[config.mk]
export PLATFORM = sky130hd
export DESIGN_NAME = pcg_health_mon
export DESIGN_NICKNAME = d
export VERILOG_FILES = /design/src/rtl/pcg_health_mon.sv
export SDC_FILE = /design/constraint.sdc
export NUM_CORES = 1
export LEC_CHECK = 0
export ABC_AREA = 1
export CAP_MARGIN = 15
export CORE_AREA = 2 2 96 98
export CTS_BUF_LIST = sky130_fd_sc_hd__clkbuf_8 sky130_fd_sc_hd__clkbuf_16
export DETAILED_ROUTE_END_ITERATION = 6
export DIE_AREA = 0 0 98 100
export HOLD_SLACK_MARGIN = 0.05
export PLACE_DENSITY = 0.78
export SETUP_SLACK_MARGIN = 0.05
export SLEW_MARGIN = 20
export SYNTH_ARGS = -nofsm -noshare
export SYNTH_HDL_FRONTEND = slang
export SYNTH_SLANG_ARGS = --single-unit
[constraint.sdc]
create_clock -name clk -period 3.1 [get_ports clk]
set_clock_uncertainty 0.2 [all_clocks]
set_input_delay 0.31 -clock clk [delete_from_list [all_inputs] [get_ports clk]]
set_output_delay 0.31 -clock clk [all_outputs]
set_load 0.01 [all_outputs]
[src/rtl/pcg_health_mon.sv]
// Online health monitor for the PCG word stream: repetition-count and windowed monobit tests.
// Monobit accumulation is built only when PCG_HMON_MONOBIT_EN is defined; otherwise windows always pass.
module pcg_health_mon #(
    parameter int unsigned WINDOW     = 512,
    parameter int unsigned RCT_CUTOFF = 3
`ifdef PCG_HMON_MONOBIT_EN
    ,
    parameter int unsigned MONO_LO    = 7800,
    parameter int unsigned MONO_HI    = 8584
`endif
) (
    input  logic        clk,
    input  logic        rst,
    input  logic        en,
    input  logic        clear,
    input  logic [31:0] data_in,
    input  logic        data_valid,
    output logic [31:0] data_out,
    output logic        data_out_valid,
    output logic        healthy,
    output logic        rct_fail,
    output logic        mono_fail,
    output logic [15:0] ones_count,
    output logic        window_done
);
    localparam int RW = $clog2(RCT_CUTOFF + 1);
    localparam logic [RW-1:0] REP_MAX = RW'(RCT_CUTOFF);
    localparam logic [10:0] WIN_LAST_IDX = 11'(WINDOW - 1);

    typedef enum logic [1:0] {ST_WARMUP, ST_RUN, ST_FAIL} state_t;

    state_t         state_reg;
    logic [31:0]    prev_reg;
    logic           prev_ok_reg;
    logic [RW-1:0]  rep_cnt_reg;
    logic [RW-1:0]  rep_cnt_next;
    logic [10:0]    word_cnt_reg;
    logic           accept;
    logic           win_last;
    logic           rct_hit;
    logic           mono_bad;
    logic           any_fail;

    assign accept   = en & data_valid;
    assign win_last = accept && (word_cnt_reg == WIN_LAST_IDX);

    always_comb begin
        rep_cnt_next = RW'(1);
        if (prev_ok_reg && (data_in == prev_reg)) begin
            rep_cnt_next = (rep_cnt_reg == REP_MAX) ? REP_MAX : rep_cnt_reg + RW'(1);
        end
    end

    assign rct_hit  = accept && (rep_cnt_next == REP_MAX);
    assign any_fail = rct_hit | mono_bad;

`ifdef PCG_HMON_MONOBIT_EN
    logic [15:0] acc_reg;
    logic [15:0] ones_count_reg;
    logic        mono_fail_reg;
    logic [5:0]  pop;
    logic [15:0] sum;

    always_comb begin
        pop = '0;
        for (int i = 0; i < 32; i++) begin
            pop = pop + {5'd0, data_in[i]};
        end
    end

    // The closing word's popcount belongs to the window it closes.
    assign sum      = acc_reg + {10'd0, pop};
    assign mono_bad = win_last && ((sum < 16'(MONO_LO)) || (sum > 16'(MONO_HI)));

    always_ff @(posedge clk or posedge rst) begin
        if (rst) begin
            acc_reg        <= '0;
            ones_count_reg <= '0;
            mono_fail_reg  <= 1'b0;
        end else if (clear) begin
            acc_reg       <= '0;
            mono_fail_reg <= 1'b0;
        end else if (accept) begin
            acc_reg <= win_last ? 16'd0 : sum;
            if (win_last) begin
                ones_count_reg <= sum;
            end
            if (mono_bad) begin
                mono_fail_reg <= 1'b1;
            end
        end
    end

    assign mono_fail  = mono_fail_reg;
    assign ones_count = ones_count_reg;
`else
    assign mono_bad   = 1'b0;
    assign mono_fail  = 1'b0;
    assign ones_count = 16'd0;
`endif

    always_ff @(posedge clk or posedge rst) begin
        if (rst) begin
            state_reg      <= ST_WARMUP;
            prev_reg       <= '0;
            prev_ok_reg    <= 1'b0;
            rep_cnt_reg    <= '0;
            word_cnt_reg   <= '0;
            data_out       <= '0;
            data_out_valid <= 1'b0;
            healthy        <= 1'b0;
            rct_fail       <= 1'b0;
            window_done    <= 1'b0;
        end else if (clear) begin
            // A word arriving alongside clear is dropped entirely.
            state_reg      <= ST_WARMUP;
            prev_reg       <= '0;
            prev_ok_reg    <= 1'b0;
            rep_cnt_reg    <= '0;
            word_cnt_reg   <= '0;
            data_out_valid <= 1'b0;
            healthy        <= 1'b0;
            rct_fail       <= 1'b0;
            window_done    <= 1'b0;
        end else begin
            data_out_valid <= 1'b0;
            window_done    <= 1'b0;
            if (accept) begin
                prev_reg     <= data_in;
                prev_ok_reg  <= 1'b1;
                rep_cnt_reg  <= rep_cnt_next;
                word_cnt_reg <= win_last ? 11'd0 : word_cnt_reg + 11'd1;
                window_done  <= win_last;
                if (rct_hit) begin
                    rct_fail <= 1'b1;
                end
                case (state_reg)
                    ST_WARMUP: begin
                        if (any_fail) begin
                            state_reg <= ST_FAIL;
                        end else if (win_last) begin
                            state_reg <= ST_RUN;
                            healthy   <= 1'b1;
                        end
                    end
                    ST_RUN: begin
                        if (any_fail) begin
                            state_reg <= ST_FAIL;
                            healthy   <= 1'b0;
                        end else begin
                            data_out       <= data_in;
                            data_out_valid <= 1'b1;
                        end
                    end
                    default: begin
                        state_reg <= ST_FAIL;
                        healthy   <= 1'b0;
                    end
                endcase
            end
        end
    end
endmodule

==> results.ini <==
[routing]
vias_per_cell=5.11
final_antenna_net_count=0
top_layer_used=met4
drt-met1-wl_um=4560
drt-pass1-iter-count=4
wl_per_cell_um=14.2
drc=0
wirelength_um=10200
drt-initial-drc-count=216
wl_met2_um=4860
wl_met3_um=613
vias=3646

[global_route]
grt_max_degree=44
track_usage=0.215
overflow=0
grt_pass1_wl_um=16800
antenna_found_initial=0
grt_pass1_vias=3499

[die]
die_x_um=98
rows=35
initial_core_util=0.488
io_pins=90
core_mm2=0.00889
dieArea_mm2=0.00980
die_h_um=100

[power_and_ir_drop]
p_int_uw=1700
p_sw_uw=585
finalPower_uw=2280
p_seq_frac=0.504
combPwrFrac=0.118
power_leakage_uw=0.00259
ir_drop_mv=0.209
powerDensity_mw_per_mm2=431
swShare=0.256
power_frac_clock=0.378

[sta]
fmax_ghz=0.403
maxSlewHeadroom=0.439
min_period_ps=2480
grt_setup_unrepaired=false
slew_viol_final=0
holdWs_ps=214
setup_violations=0
setup_ws_ps=620
finalHoldViolCount=0
fin_tns_setup_ps=0
worst_slew_pin_slew_ps=838
finalCritPeriodShare=0.800

[cells_and_area]
multi_input_area_mm2=0.00177
ff_latch_area_mm2=0.00210
area_delta_synth_final_pct=22.2
num_antenna_cells=0
fin_util=0.596
nets=636
layout_commonest_cell=nand2_1
fill_cells=816
mostFrequentLayoutCells=nand2_1, dfrtp_1, clkdlybuf4s50_1
drive_gt1_frac=0.151

[cts]
h-tree-depth=3
cts-root-buf=clkbuf_8
insertion_delay_ps=350
tritoncts=built
cts_made_buffers=9
clock-sinks=84
cts-resized-gates=0
cts_hold_buffers=0
path_clk_slew_ps=90
cts_buffer_depth=2
postCtsSetupBuffers=0

[worst_setup_path]
crit_fanout=29
worst_setup_path_end_kind=flip-flop
critPathLaunchType=input pin
required_ps=3160
critPathArrivalTime_ps=2540
worstSetupPathType=input pin to flip-flop

[synth]
postSynthCellCount=525
synth_seq_cells=84
synth_top_flop_cell=dfrtp_1
syn_area_per_cell_um2=8.26
ys_seq_area_frac=0.485
synthArstFlopShare=1.00
synth_cell_types=36
synth_edf_count=0
synth_area_mm2=0.00434
yosys_warnings=0

[job]
maxCapViolations=0

[placed_design]
port_buffers=72
hpwl_um=7600
pre_cts_slack_ps=334
place_congestion=0.893

[hold_path]
hold_path_class=input pin to async pin

[outcome]
status=finished clean

[stage by stage]
| stage | instances | instance area, um^2 |
|---|---|---|
| 3_3_place_gp | 698 | 5080 |
| 4_1_cts | 714 | 5300 |
| 2_1_floorplan | 541 | 4400 |
| 3_5_place_dp | 698 | 5080 |
| 6_report | 714 | 5300 |
| 5_1_grt | 714 | 5300 |
[per-layer routing]
layer / vias up / track usage
li1: 1778 / -
met1: 1730 / 0.295
met2: 124 / 0.349
met3: 14 / 0.0460
met4: 0 / 0.0556
met5: - / 0
[cell usage after synthesis, drive strengths merged (3+ instances only)]
master	instances	area, um^2
o21ai	40	302
nand4	9	56.3
a21oi	7	35.0
dfrtp	84	2100
xnor2	7	61.3
nand2	162	676
and3	3	18.8
clkbuf	8	31.3
inv	74	278
nor2	46	173
buf	24	221
o22ai	28	175
nand3	17	90.1
[power groups by stage]
| stage | registers (uW) | clock network (uW) | logic (uW) |
|---|---|---|---|
| floorplan | 1160 | 0 | 182 |
| global placement | 1170 | 0 | 265 |
| detailed placement | 1170 | 0 | 270 |
| CTS | 1150 | 872 | 271 |
| global route | 1150 | 922 | 302 |
| finish | 1150 | 862 | 270 |
[critical path: stages]
cell             delay (ps)
clkdlybuf4s50_1         410
nand2_1                 140
inv_1                   120
nor2_1                  660
clkinv_1                370
buf_4                   340
o22ai_1                 180
[path summary, 6_finish.rpt]
check | from | to | slack (ps) | depth (start not counted)
min reg2reg | healthy | healthy | 290 | 2
max reg2reg | prev_reg[24] | data_out[20] | 810 | 10
min in group clk | healthy | healthy | 290 | 2
min | rst | state_reg[0] | 210 | 3
max | data_valid | prev_reg[25] | 620 | 7
max in group asynchronous | rst | prev_reg[1] | 2070 | 3
[cell families after synthesis]
| group | share of synthesized area |
|---|---|
| other | 0.000865 |
| flip-flops | 0.485 |
| adder cells (fa/ha/maj) | 0.00289 |
| buffers and inverters | 0.123 |
| AND/OR/NAND/NOR | 0.243 |
| XOR/XNOR | 0.0182 |
| AO/OA/AOI/OAI | 0.127 |
[cell type report]
type / count / area share
repair buffers: 78 / 0.149
clock inverters: 6 / 0.0151
multi-input cells: 350 / 0.333
flip-flops and latches: 84 / 0.397
well taps: 111 / 0.0262
inverters: 75 / 0.0534
clock buffers: 10 / 0.0260
(Power assumes the default switching activity.)
